File: src/rtl/hash_op_arbiter_pkg.sv
// Shared definitions for the hash operation arbiter: op encodings, FSM states
// and default bus widths.
package hash_op_arbiter_pkg;

  localparam int unsigned DEF_WIDTH      = 32;
  localparam int unsigned DEF_VALUE_SIZE = 32;
  localparam int unsigned DEF_DATA_SIZE  = 512;
  localparam int unsigned DEF_TIMEOUT    = 255;

  localparam logic [1:0] OP_LOOKUP = 2'b00;
  localparam logic [1:0] OP_INSERT = 2'b01;
  localparam logic [1:0] OP_DELETE = 2'b10;
  localparam logic [1:0] OP_NOP    = 2'b11;

  typedef enum logic [2:0] {
    IDLE     = 3'd0,
    ISSUE    = 3'd1,
    SAMPLE   = 3'd2,
    WAIT_SSD = 3'd3,
    RESP     = 3'd4
  } state_e;

  // Inserts and deletes touch the SSD and must wait for its completion.
  function automatic logic is_mutating(input logic [1:0] op);
    return (op == OP_INSERT) || (op == OP_DELETE);
  endfunction

endpackage

File: src/rtl/hash_op_arbiter_rr_arbiter.sv
// Round-robin grant selection: searches upward from the index after the last
// grant, wrapping to 0, and returns a one-hot grant (zero when nobody requests).
module rr_arbiter #(
  parameter int unsigned NUM_REQ = 2,
  parameter int unsigned IDX_W   = (NUM_REQ > 1) ? $clog2(NUM_REQ) : 1
) (
  input  logic [NUM_REQ-1:0] req,
  input  logic [IDX_W-1:0]   last_grant,
  output logic [NUM_REQ-1:0] grant_c
);

  int unsigned cand;
  logic        found;

  always_comb begin
    grant_c = '0;
    found   = 1'b0;
    cand    = 0;
    for (int unsigned i = 1; i <= NUM_REQ; i++) begin
      cand = 32'(last_grant) + i;
      if (cand >= NUM_REQ) cand = cand - NUM_REQ;
      if (!found && req[cand]) begin
        grant_c[cand] = 1'b1;
        found         = 1'b1;
      end
    end
  end

endmodule

File: src/rtl/hash_op_arbiter.sv
// Serialises lookup/insert/delete requests from several requesters onto one
// hash table, waiting for SSD completion on successful mutations.
module hash_op_arbiter
  import hash_op_arbiter_pkg::*;
#(
  parameter int unsigned NUM_REQ    = 2,
  parameter int unsigned WIDTH      = DEF_WIDTH,
  parameter int unsigned VALUE_SIZE = DEF_VALUE_SIZE,
  parameter int unsigned DATA_SIZE  = DEF_DATA_SIZE,
  parameter int unsigned TIMEOUT    = DEF_TIMEOUT
) (
  input  logic                         clk,
  input  logic                         reset_n,
  input  logic [NUM_REQ-1:0]           req_valid,
  output logic [NUM_REQ-1:0]           req_ready,
  input  logic [2*NUM_REQ-1:0]         req_op,
  input  logic [WIDTH*NUM_REQ-1:0]     req_key,
  input  logic [DATA_SIZE*NUM_REQ-1:0] req_data,
  output logic [NUM_REQ-1:0]           resp_valid,
  output logic                         resp_hit,
  output logic                         resp_success,
  output logic                         resp_timeout,
  output logic [VALUE_SIZE-1:0]        resp_value,
  output logic [1:0]                   operation,
  output logic [WIDTH-1:0]             key,
  output logic [DATA_SIZE-1:0]         photo_data,
  input  logic [VALUE_SIZE-1:0]        value_out,
  input  logic                         hit,
  input  logic                         success,
  input  logic [VALUE_SIZE-1:0]        ssd_addr_in,
  input  logic                         ssd_done
);

  localparam int unsigned IDX_W = (NUM_REQ > 1) ? $clog2(NUM_REQ) : 1;
  localparam int unsigned CNT_W = $clog2(TIMEOUT + 1);

  state_e                state_q, state_d;
  logic [IDX_W-1:0]      last_q, last_d;
  logic [IDX_W-1:0]      owner_q, owner_d;
  logic [1:0]            lat_op_q, lat_op_d;
  logic                  cap_hit_q, cap_hit_d;
  logic                  cap_success_q, cap_success_d;
  logic                  cap_timeout_q, cap_timeout_d;
  logic [VALUE_SIZE-1:0] cap_value_q, cap_value_d;
  logic [CNT_W-1:0]      cnt_q, cnt_d;

  logic [NUM_REQ-1:0]    ready_d, resp_valid_d;
  logic                  resp_hit_d, resp_success_d, resp_timeout_d;
  logic [VALUE_SIZE-1:0] resp_value_d;
  logic [1:0]            operation_d;
  logic [WIDTH-1:0]      key_d;
  logic [DATA_SIZE-1:0]  photo_data_d;

  logic [NUM_REQ-1:0]    grant_c;
  logic [IDX_W-1:0]      sel_idx;
  logic [1:0]            sel_op;
  logic [WIDTH-1:0]      sel_key;
  logic [DATA_SIZE-1:0]  sel_data;

  rr_arbiter #(
    .NUM_REQ (NUM_REQ),
    .IDX_W   (IDX_W)
  ) u_rr (
    .req        (req_valid),
    .last_grant (last_q),
    .grant_c    (grant_c)
  );

  // Index of the requester currently offered req_ready.
  always_comb begin
    sel_idx = '0;
    for (int unsigned i = 0; i < NUM_REQ; i++) begin
      if (req_ready[i]) sel_idx = IDX_W'(i);
    end
  end

  assign sel_op   = req_op[sel_idx*2 +: 2];
  assign sel_key  = req_key[sel_idx*WIDTH +: WIDTH];
  assign sel_data = req_data[sel_idx*DATA_SIZE +: DATA_SIZE];

  always_comb begin
    state_d        = state_q;
    last_d         = last_q;
    owner_d        = owner_q;
    lat_op_d       = lat_op_q;
    cap_hit_d      = cap_hit_q;
    cap_success_d  = cap_success_q;
    cap_timeout_d  = cap_timeout_q;
    cap_value_d    = cap_value_q;
    cnt_d          = cnt_q;
    ready_d        = '0;
    resp_valid_d   = '0;
    resp_hit_d     = resp_hit;
    resp_success_d = resp_success;
    resp_timeout_d = resp_timeout;
    resp_value_d   = resp_value;
    operation_d    = OP_NOP;
    key_d          = '0;
    photo_data_d   = '0;

    unique case (state_q)
      IDLE: begin
        // Grant is offered for one cycle; the handshake completes on the next.
        if (|req_ready) begin
          if (|(req_valid & req_ready)) begin
            owner_d      = sel_idx;
            lat_op_d     = sel_op;
            operation_d  = sel_op;
            key_d        = sel_key;
            photo_data_d = sel_data;
            state_d      = ISSUE;
          end
        end else if (|req_valid) begin
          ready_d = grant_c;
        end
      end

      ISSUE: state_d = SAMPLE;

      SAMPLE: begin
        cap_timeout_d = 1'b0;
        if (lat_op_q == OP_NOP) begin
          cap_hit_d     = 1'b0;
          cap_success_d = 1'b0;
          cap_value_d   = '0;
          state_d       = RESP;
        end else begin
          cap_hit_d     = hit;
          cap_success_d = success;
          if (is_mutating(lat_op_q) && success) begin
            cap_value_d = value_out;
            cnt_d       = '0;
            state_d     = WAIT_SSD;
          end else begin
            cap_value_d = (lat_op_q == OP_LOOKUP) ? value_out : '0;
            state_d     = RESP;
          end
        end
      end

      WAIT_SSD: begin
        if (ssd_done) begin
          if (lat_op_q == OP_INSERT) cap_value_d = ssd_addr_in;
          state_d = RESP;
        end else begin
          cnt_d = cnt_q + CNT_W'(1);
          if (cnt_d == CNT_W'(TIMEOUT)) begin
            cap_timeout_d = 1'b1;
            cap_success_d = 1'b0;
            cap_value_d   = '0;
            state_d       = RESP;
          end
        end
      end

      RESP: begin
        resp_valid_d   = NUM_REQ'(1) << owner_q;
        resp_hit_d     = cap_hit_q;
        resp_success_d = cap_success_q;
        resp_timeout_d = cap_timeout_q;
        resp_value_d   = cap_value_q;
        last_d         = owner_q;
        state_d        = IDLE;
      end

      default: state_d = IDLE;
    endcase
  end

  always_ff @(posedge clk or negedge reset_n) begin
    if (!reset_n) begin
      state_q       <= IDLE;
      last_q        <= IDX_W'(NUM_REQ - 1);
      owner_q       <= '0;
      lat_op_q      <= OP_NOP;
      cap_hit_q     <= 1'b0;
      cap_success_q <= 1'b0;
      cap_timeout_q <= 1'b0;
      cap_value_q   <= '0;
      cnt_q         <= '0;
      req_ready     <= '0;
      resp_valid    <= '0;
      resp_hit      <= 1'b0;
      resp_success  <= 1'b0;
      resp_timeout  <= 1'b0;
      resp_value    <= '0;
      operation     <= OP_NOP;
      key           <= '0;
      photo_data    <= '0;
    end else begin
      state_q       <= state_d;
      last_q        <= last_d;
      owner_q       <= owner_d;
      lat_op_q      <= lat_op_d;
      cap_hit_q     <= cap_hit_d;
      cap_success_q <= cap_success_d;
      cap_timeout_q <= cap_timeout_d;
      cap_value_q   <= cap_value_d;
      cnt_q         <= cnt_d;
      req_ready     <= ready_d;
      resp_valid    <= resp_valid_d;
      resp_hit      <= resp_hit_d;
      resp_success  <= resp_success_d;
      resp_timeout  <= resp_timeout_d;
      resp_value    <= resp_value_d;
      operation     <= operation_d;
      key           <= key_d;
      photo_data    <= photo_data_d;
    end
  end

endmodule

File: config.mk
export PLATFORM = sky130hd
export DESIGN_NAME = hash_op_arbiter
export DESIGN_NICKNAME = d
export VERILOG_FILES = /design/src/rtl/hash_op_arbiter_pkg.sv /design/src/rtl/hash_op_arbiter_rr_arbiter.sv /design/src/rtl/hash_op_arbiter.sv
export SDC_FILE = /design/constraint.sdc
export NUM_CORES = 1
export LEC_CHECK = 0
export CORE_AREA = 2 2 686 688
export CTS_BUF_LIST = sky130_fd_sc_hd__clkbuf_4 sky130_fd_sc_hd__clkbuf_8 sky130_fd_sc_hd__clkbuf_16
export DETAILED_ROUTE_END_ITERATION = 10
export DIE_AREA = 0 0 688 690
export PLACE_DENSITY = 0.3
export REMOVE_ABC_BUFFERS = 1
export SYNTH_ARGS = -nofsm -noshare
export SYNTH_HDL_FRONTEND = slang
export SYNTH_SLANG_ARGS = --single-unit
File: constraint.sdc
create_clock -name clk -period 3 [get_ports clk]
set_clock_uncertainty 0.1 [all_clocks]
set_input_delay 0.6 -clock clk [delete_from_list [all_inputs] [get_ports clk]]
set_output_delay 0.6 -clock clk [all_outputs]
set_load 0.02 [all_outputs]
==> results.md, run 1 <==
* WS Path Type: reg2out
* Starting density of the core at 5.60%
* ANT nets after route at 0
* FFs w/ async S/R, synth at 100%
* Psw at 15.4 mW
* Power Dens Cells at 741 mW/mm^2
* Min Tclk post-route at 2.82 ns
* DP Cell Count at 9976
* Crit-path cells: clkdlybuf4s50_1
* Die area at 0.475 sq mm
* Flop pwr share at 27.7%
* Sw frac at 37.9%
* Synthesized area at 0.0261 sq mm
* Fin. Hold Viols at 0
* Measured slew at the worst slew-check pin at 0.958 ns
* CTS tree: done
* Core area at 0.467 sq mm
* Fmax at 0.355 GHz
* DIE HEIGHT at 690 um
* Worst-Skew Late Latency at 0.82 ns
* Nets@finish at 5048
* Routability cong. at 0.913
* Die width at 688 um
* Yosys warnings at 0
* Initial antenna violation count at 318
* DR vias at 25300
* Tot GR Track Use at 12.5%
* Longest Clk Path Bufs at 4
* Post-route insts no fill at 10200
* Internal power at 25.3 mW
* First DRT Iteration DRCs at 1188
* Post-place setup slack at 0.160 ns
* Count of cell types in the netlist at 43
* Max Slew Vio Count at 0
* Mean Syn Cell Area at 12.6 sq um
* DR WL/cell at 30.2 um
* Top FF cell, synth: dfrtp_1
* Status: finished clean
* Fin crit share at 93.9%
* Port bufs at 1747
* # IOs at 1748
* Slowest stage cell on the critical path: clkdlybuf4s50_1
* # rows at 251
* Pre-antenna DRT Iters at 4
* Tightest Hold Check Type: in2async
* Fillcell total at 53300
* Grt ovf at 0
* Yosys reg bits at 635
* Slowest cell delay on critical path at 0.78 ns
* Post-route setup slack at 0.184 ns
* Placed wire-length estimate at 274000 um
* First-pass GRT wire length at 369000 um
* Largest net degree at the start of global routing at 83
* Remaining DRCs at 0
* Relative slew slack at 36.1%
* Count of final setup violators at 0
* Post-synth EDFFs at 0
* Clock slew at reported path FFs at 0.06 ns
* CTS buffer count at 97
* DR vias/cell at 2.48
* Data arrival, critical path at 2.12 ns
* Sequential area share after synthesis at 60.9%
* Clk root buf: clkbuf_16
* Worst-case vdd ir drop at 0.000412 V
* Max Cap Viol at 0
* Data required, critical path at 2.30 ns
* Worst-path fanout max at 1
* Leakage power at 21.2 nW
* Vias in the first global route at 26600
* Buf/Inv on CP at 1
* Delay-heaviest family, CP: buffers and inverters
* Startpoint types: register
* RSZ-0062 raised after global routing: no
* Synth-to-layout area growth at 110%
* Post-synthesis cell count at 2070
* Routed wire length at 308000 um
* H-tree levels at 3
* Comb pwr share at 42.5%
* Final setup TNS at 0 ns
* CP Capture Type: output pin
* CTS sink cnt at 635
* Proportion of power drawn by the clock network at 29.9%
* Hold WS at 0.218 ns
* Layout cells sized above 1 at 9.37%
[synth_stat cells (all sizes together), types with 3 or more instances]
| cell type | number | area [sq um] |
|---|---|---|
| dfstp | 5 | 131 |
| a21oi | 8 | 40.0 |
| nand2b | 3 | 18.8 |
| nor4 | 3 | 18.8 |
| a22o | 34 | 298 |
| o21ai | 13 | 65.1 |
| mux2 | 68 | 803 |
| nand3 | 4 | 20.0 |
| nand2 | 16 | 60.1 |
| dfrtp | 630 | 15800 |
| mux2i | 547 | 5480 |
| clkbuf | 67 | 251 |
| ha | 5 | 62.6 |
| buf | 72 | 712 |
| nor2b | 4 | 25.0 |
| and3 | 4 | 35.0 |
| nor3 | 4 | 20.0 |
| o31ai | 3 | 22.5 |
| inv | 7 | 26.3 |
| o41ai | 3 | 26.3 |
| nor2 | 551 | 2070 |
[routing by layer]
| layer | up-vias | share of wire, % | wire [um] | track usage (%) |
|---|---|---|---|---|
| met5 | - | 0.45 | 1380 | 0 |
| met4 | 204 | 2.7 | 8190 | 2.40 |
| met3 | 668 | 16 | 47700 | 8.96 |
| met2 | 1525 | 46 | 141000 | 20.7 |
| met1 | 12300 | 35 | 109000 | 12.9 |
| li1 | 10700 | - | - | - |
[power by group through the flow]
stage	combinational, mW	sequential [mW]	clock [mW]
after floorplan	4.17	12.4	0
after global placement	17.7	11.6	0
after detailed placement	17.7	11.6	0
after CTS	18.0	11.3	12.9
after global routing	18.4	11.5	13.1
final	17.3	11.3	12.2
[cell type report]
type	count	area [sq um]	share of cell area [%]
Timing Repair Buffer	1850	18600	33.9
Sequential cell	635	15900	28.9
Multi-Input combinational cell	1289	9260	16.9
Tap cell	6198	7750	14.1
Clock buffer	133	2810	5.11
Clock inverter	33	465	0.847
Antenna cell	49	123	0.223
Inverter	7	26.3	0.0478
[flip-flops by register name, summed over array words and instances, names as in the netlist]
name and count:
key 32, photo_data 512, resp_success 1, resp_hit 1
lat_op_q 2, cap_value_q 32, cnt_q 8, req_ready 2
owner_q 1, state_q 3, cap_success_q 1, cap_timeout_q 1
cap_hit_q 1, resp_valid 2, resp_value 32, resp_timeout 1
operation 2, last_q 1
[final timing paths]
path	slack [ns]	start	endpoint	cells past startpoint
worst min register to register	0.38	cnt_q[7]	cnt_q[7]	1
worst max-delay path	0.18	photo_data[6]	photo_data[6]	1
worst min-delay path	0.22	reset_n	key[28]	2
max in group asynchronous	1.51	reset_n	photo_data[449]	3
worst max register to register	0.40	lat_op_q[0]	cap_value_q[26]	7
min in group clk	0.28	req_data[265]	photo_data[265]	3
[per-stage QoR]
step | area, sq um | power (mW) | utilization (%)
after floorplan | 25200 | 16.6 | -
after global placement | 51500 | 29.3 | 11.0
after detailed placement | 51500 | 29.2 | 11.0
after CTS | 54800 | 42.2 | 11.7
after global routing | 54800 | 43.0 | 11.7
final | 54900 | 40.7 | 11.8
[layout by cell type, fill, tap and decap left out, types with 12 or more instances in the layout]
| master | n |
|---|---|
| clkbuf_8 | 15 |
| buf_12 | 30 |
| dfrtp_1 | 629 |
| clkbuf_4 | 20 |
| mux2_2 | 58 |
| o21ai_0 | 12 |
| buf_4 | 87 |
| clkdlybuf4s50_1 | 1722 |
| mux2i_1 | 547 |
| nor2_1 | 550 |
| diode_2 | 49 |
| a22o_1 | 34 |
| nand2_1 | 16 |
| clkbuf_16 | 98 |
[kinds of logic after synthesis]
family	Yosys count	synth area share [%]
AOI/OAI and AO/OA	71	2.13
adders and majority gates	5	0.240
buffers and inverters	146	3.79
DFF	635	60.9
muxes	615	24.0
and+or+nand+nor	598	8.93
[repair_timing]
item / 4_1_cts / 5_1_grt
resized for setup: 8 / 1
buffers inserted: 2 / 0
hold buffers: 1 / 0
setup endpoints to repair: 8 / 1
hold endpoints to repair: 83 / 0
(Power assumes the default switching activity.)
==> inputs of run 2 (changes only) <==
Settings changed: CAP_MARGIN set to 15, SLEW_MARGIN set to 20.
==> results of run 2 <==
The final DEF is identical to that of run 1; final timing and power are the same.
==> inputs of run 3 (changes only) <==
Settings changed: SLEW_MARGIN 20 to unset.
==> results of run 3 <==
The final DEF is identical to that of run 1; final timing and power are the same.
==> RTL edit 1: new RTL, config.mk and constraints of run 1 <==
Register the output `resp_timeout` once more, cleared by the reset; this adds one clock of latency there. The other outputs are not delayed to match.
--- a/src/rtl/hash_op_arbiter.sv
+++ b/src/rtl/hash_op_arbiter.sv
@@ -34,6 +34,8 @@
   localparam int unsigned IDX_W = (NUM_REQ > 1) ? $clog2(NUM_REQ) : 1;
   localparam int unsigned CNT_W = $clog2(TIMEOUT + 1);
 
+  logic resp_timeout_s0;
+
   state_e                state_q, state_d;
   logic [IDX_W-1:0]      last_q, last_d;
   logic [IDX_W-1:0]      owner_q, owner_d;
@@ -92,7 +94,7 @@
     resp_valid_d   = '0;
     resp_hit_d     = resp_hit;
     resp_success_d = resp_success;
-    resp_timeout_d = resp_timeout;
+    resp_timeout_d = resp_timeout_s0;
     resp_value_d   = resp_value;
     operation_d    = OP_NOP;
     key_d          = '0;
@@ -182,7 +184,7 @@
       resp_valid    <= '0;
       resp_hit      <= 1'b0;
       resp_success  <= 1'b0;
-      resp_timeout  <= 1'b0;
+      resp_timeout_s0 <= 1'b0;
       resp_value    <= '0;
       operation     <= OP_NOP;
       key           <= '0;
@@ -201,7 +203,7 @@
       resp_valid    <= resp_valid_d;
       resp_hit      <= resp_hit_d;
       resp_success  <= resp_success_d;
-      resp_timeout  <= resp_timeout_d;
+      resp_timeout_s0 <= resp_timeout_d;
       resp_value    <= resp_value_d;
       operation     <= operation_d;
       key           <= key_d;
@@ -209,5 +211,13 @@
     end
   end
 
+  always_ff @(posedge clk or negedge reset_n) begin
+    if (!reset_n) begin
+      resp_timeout <= '0;
+    end else begin
+      resp_timeout <= resp_timeout_s0;
+    end
+  end
+
 endmodule
 
Check against the original RTL: not settled (the Yosys comparison gave no result); the edit may change what the design does.
==> RTL edit 1 against run 1 <==
  * First-iteration DRC count grew 9.0%
  * Setup slack worse by 0.035 ns
  * Sequential cell count increased by 1
  * Critical path depth is the same
  * Wire length fell by 2.7%
  * Sequential power barely moved
  * Synthesized cell count hardly changed
  * Global-route usage is 0.31 points lower
  * Design area is essentially flat
  * Total power decreased by 2.1%
  * Synthesized area hardly changed
  * Largest power group unchanged
  * Highest routed layer unchanged
==> RTL edit 1: results (changes against run 1) <==
[metrics] via count of the first global-routing pass: 26397 (-0.73%)
[metrics] slew margin rel.: 46.6% (+10 points)
[metrics] Pleak: 21.1 nW (-0.24%)
[metrics] R2R Setup Slk: 0.50 ns (+0.10 ns)
[metrics] Synth Area in Compound Gates: 2.13% (about the same)
[metrics] worst r2r dst: cap_value_q[23]
[metrics] CTS resizes: 6 (-2)
[metrics] start of the worst register-to-register path: cnt_q[1]
[metrics] pin count of the biggest net entering global routing: 65 (-22%)
[metrics] post-CTS setup repair buffer count: 0 (-2)
[metrics] run status: finished, final reports clean
[metrics] number of antenna violations at the first check in global routing: 327 (+2.8%)
[metrics] data arrival time at the worst-slack endpoint: 2.15 ns (+0.03 ns)
[metrics] violation count after the first detailed-routing iteration: 1295 (+9.0%)
[metrics] top cells by instance count after synthesis: dfrtp_1 (631), nor2_1 (551), mux2i_1 (547)
[metrics] instance area at placement: 51600 sq um (+0.26%)
[metrics] filler instances: 53267 (-0.058%)
[metrics] portion of the post-synthesis area used by sequential elements: 60.9% (about the same)
[metrics] Routed met2 length: 139000 microns (-2.0%)
[metrics] number of buffers inserted during clock tree synthesis: 94 (-3.1%)
[metrics] share of synthesized cell area in full adder, half adder and majority cells: 0.239% (about the same)
[metrics] met3 demand-to-capacity share in global routing: 8.71% (-0.25 points)
[metrics] synthesized area divided by synthesized cell count: 12.6 sq um (about the same)
[metrics] Met3 Routed Length: 45800 microns (-4.1%)
[metrics] M1 WL: 105000 microns (-3.7%)
[metrics] met1 usage in global routing: 12.4% (-0.54 points)
[metrics] global-route wire length before repair: 361000 microns (-2.1%)
[metrics] area fraction of the dominant cell type after synthesis: 60.4% (about the same)
[metrics] DR vias/cell: 2.47 (-0.56%)
[metrics] combinational share of power: 42.7% (+0.2 points)
[metrics] average wire per cell in the routed design: 29.3 microns (-2.9%)
[metrics] minimum clock period after layout: 2.85 ns (+0.0351 ns)
[metrics] delay of the slowest cell on the worst path: 0.83 ns (+0.05 ns)
[metrics] number of standard cells in the final layout excluding fillers: 10215 (+0.21%)
[metrics] Critical Path Sink: photo_data[92]
[metrics] Routability Congestion: 0.903 (-1.1%)
[metrics] Pre-Repair DR Iteration Count: 5 (+1)
-- RTL edit 1: cell count changes after synthesis --
cell,delta
dfrtp_1,+1
-- RTL edit 1: how the worst min path moves through the flow --
| stage | start | to | slack, ns | cells after the start |
|---|---|---|---|---|
| 2_1_floorplan | reset_n | cap_hit_q | 0.20 | 0 |
| 3_3_place_gp | resp_timeout_s0 | resp_timeout | 0.26 | 0 |
| 3_5_place_dp | resp_timeout_s0 | resp_timeout | 0.27 | 0 |
| 4_1_cts | req_data[333] | photo_data[333] | 0.12 | 3 |
| 5_1_grt | req_data[333] | photo_data[333] | 0.18 | 3 |
| 6_report | req_data[333] | photo_data[333] | 0.26 | 3 |
-- RTL edit 1: cell type report --
type / count / share of cell area, %
clock buffer: 141 / 5.22
sequential: 636 / 29.0
antenna: 65 / 0.296
clock inverter: 25 / 0.506
tap: 6198 / 14.1
inverter: 7 / 0.0478
multi-input combinational: 1289 / 16.8
timing repair buffer: 1854 / 34.0
==> RTL edit 2: new RTL, settings of run 1 <==
Without the edit above. `DEF_DATA_SIZE`: 512 -> 128.
--- a/src/rtl/hash_op_arbiter_pkg.sv
+++ b/src/rtl/hash_op_arbiter_pkg.sv
@@ -4,7 +4,7 @@
 
   localparam int unsigned DEF_WIDTH      = 32;
   localparam int unsigned DEF_VALUE_SIZE = 32;
-  localparam int unsigned DEF_DATA_SIZE  = 512;
+  localparam int unsigned DEF_DATA_SIZE  = 128;
   localparam int unsigned DEF_TIMEOUT    = 255;
 
   localparam logic [1:0] OP_LOOKUP = 2'b00;
Ports: changed (resized photo_data and req_data); port bits go from 1748 to 596. The function was not compared with the original's and may differ.
==> RTL edit 2 against run 1 <==
  * Setup slack worse by 0.0040 ns
  * Total power fell by 58%
  * Fmax decreased by 0.14%
  * Design area shrank 53%
  * Wire length is 74% lower
  * Non-clock buffer count decreased by 1230
  * Synthesized area shrank 60%
  * Die area unchanged
  * Sequential cell count down 384
  * Critical endpoint is now key[18]
  * Largest power group unchanged
==> RTL edit 2: results (changes against run 1) <==
[metrics] filler instances: 55006 (+3.2%)
[metrics] HPWL after DPL: 65700 microns (-76%)
[metrics] share of synthesized cell area in full adder, half adder and majority cells: 0.593% (+0.35 points)
[metrics] Pleak: 8.15 nW (-61%)
[metrics] number of buffers inserted during clock tree synthesis: 41 (-58%)
[metrics] violation count after the first detailed-routing iteration: 252 (-79%)
[metrics] pin count of the biggest net entering global routing: 69 (-17%)
[metrics] H-tree Lvls: 2 (-1)
[metrics] Min-Delay Path Class: flop to flop
[metrics] Met3 Routed Length: 9190 microns (-81%)
[metrics] start of the worst register-to-register path: lat_op_q[1]
[metrics] top cells by area in the synthesized netlist: dfrtp_1 (58%), mux2i_1 (15%), nor2_1 (6.0%)
[metrics] # port buffers: 595 (-66%)
[metrics] number of flip-flops in the largest register: 128 (-75%)
[metrics] M1 WL: 29500 microns (-73%)
[metrics] fraction of final layout cells sized beyond drive strength 1: 13.3% (+3.9 points)
[metrics] net switching power of the design: 0.00630 W (-59%)
[metrics] global-route wire length before repair: 102000 microns (-72%)
[metrics] R2R Setup Slk: 0.31 ns (-0.09 ns)
[metrics] delay of the slowest cell on the worst path: 0.93 ns (+0.15 ns)
[metrics] run status: finished, final reports clean
[metrics] post-CTS setup repair buffer count: 0 (-2)
[metrics] measured slew at the worst slew-check pin: 1.23 ns (+0.277 ns)
[metrics] Routed met2 length: 37400 microns (-74%)
[metrics] fraction of synthesized cell area in xor and xnor cells: 0.166% (+0.17 points)
[metrics] Final Hold Slack: 0.378 ns (+0.160 ns)
[metrics] total number of nets in the final design: 1840 (-64%)
[metrics] CTS resizes: 2 (-6)
[metrics] portion of the post-synthesis area used by sequential elements: 59.6% (-1.2 points)
[metrics] average wire per cell in the routed design: 10.3 microns (-66%)
[metrics] Synth Area in Compound Gates: 4.71% (+2.6 points)
[metrics] worst r2r dst: cap_value_q[7]
[metrics] GRT Util Overall: 3.28% (-9.3 points)
[metrics] maximum clock insertion buffer count: 3 (-1)
[metrics] clock insertion delay at the later pin of the skew report: 0.70 ns (-0.12 ns)
[metrics] share of cell area taken by muxes after synthesis: 23.8% (-0.23 points)
[metrics] DP Worst Slack: -0.131 ns (-0.291 ns)
[metrics] top cells by instance count after synthesis: dfrtp_1 (246), nor2_1 (169), mux2i_1 (163)
[metrics] instance area at placement: 24300 sq um (-53%)
[metrics] via count of the first global-routing pass: 10135 (-62%)
[metrics] number of synthesis warnings: 0 (unchanged)
[metrics] clock-pin slew on the worst setup and hold paths: 0.06 ns (about the same)
[metrics] DR vias: 9120 (-64%)
[metrics] maximum VDD drop: 0.440 mV (+6.7%)
[metrics] DR vias/cell: 1.19 (-52%)
[metrics] post-synthesis cell type count: 47 (+9.3%)
[metrics] number of antenna violations at the first check in global routing: 36 (-89%)
-- RTL edit 2: changes by cell type in the layout (fill, tap and decap cells not counted), sizes merged, moves of 5 or more --
cell / run 1 / this run
buf: 118 / 35
dfrtp: 630 / 246
diode: 49 / 14
clkdlybuf4s50: 1722 / 582
clkbuf: 133 / 57
dlygate4sd2: 8 / 2
bufinv: 10 / 5
clkinv: 13 / 8
nor2: 551 / 170
mux2i: 547 / 163
-- RTL edit 2: how the worst max path moves through the flow --
stage / startpoint / to / slack [ns] / cells after the start
after CTS: key[18] / key[18] / 0.01 / 1
final: key[18] / key[18] / 0.18 / 1
after global placement: success / cap_value_q[1] / -0.19 / 6
after detailed placement: success / cap_value_q[28] / -0.13 / 6
after floorplan: req_ready[1] / lat_op_q[0] / -4.31 / 3
after global routing: photo_data[95] / photo_data[95] / 0.06 / 1
-- RTL edit 2: per-layer routing --
metal	global-route usage, %	vias up
met4	0.908	8
met1	3.58	4438
met3	1.67	110
met5	0	-
li1	-	4112
met2	5.55	452
-- RTL edit 2: final cells by class --
cell class / count / area (sq um) / area share, %
multi-input cells: 520 / 4010 / 15.5
well taps: 6198 / 7750 / 30.0
diodes: 14 / 35.0 / 0.135
clock buffers: 57 / 1200 / 4.62
clock inverters: 19 / 295 / 1.14
flip-flops and latches: 251 / 6290 / 24.3
inverters: 6 / 22.5 / 0.0870
repair buffers: 620 / 6270 / 24.2
-- RTL edit 2: power by group through the flow --
stage          clock (W)  sequential [W]  combinational, W
6_report         0.00543         0.00501           0.00672
5_1_grt          0.00595         0.00518           0.00727
4_1_cts          0.00593         0.00509           0.00700
3_5_place_dp           0         0.00513           0.00698
3_3_place_gp           0         0.00511           0.00700
2_1_floorplan          0         0.00551           0.00213
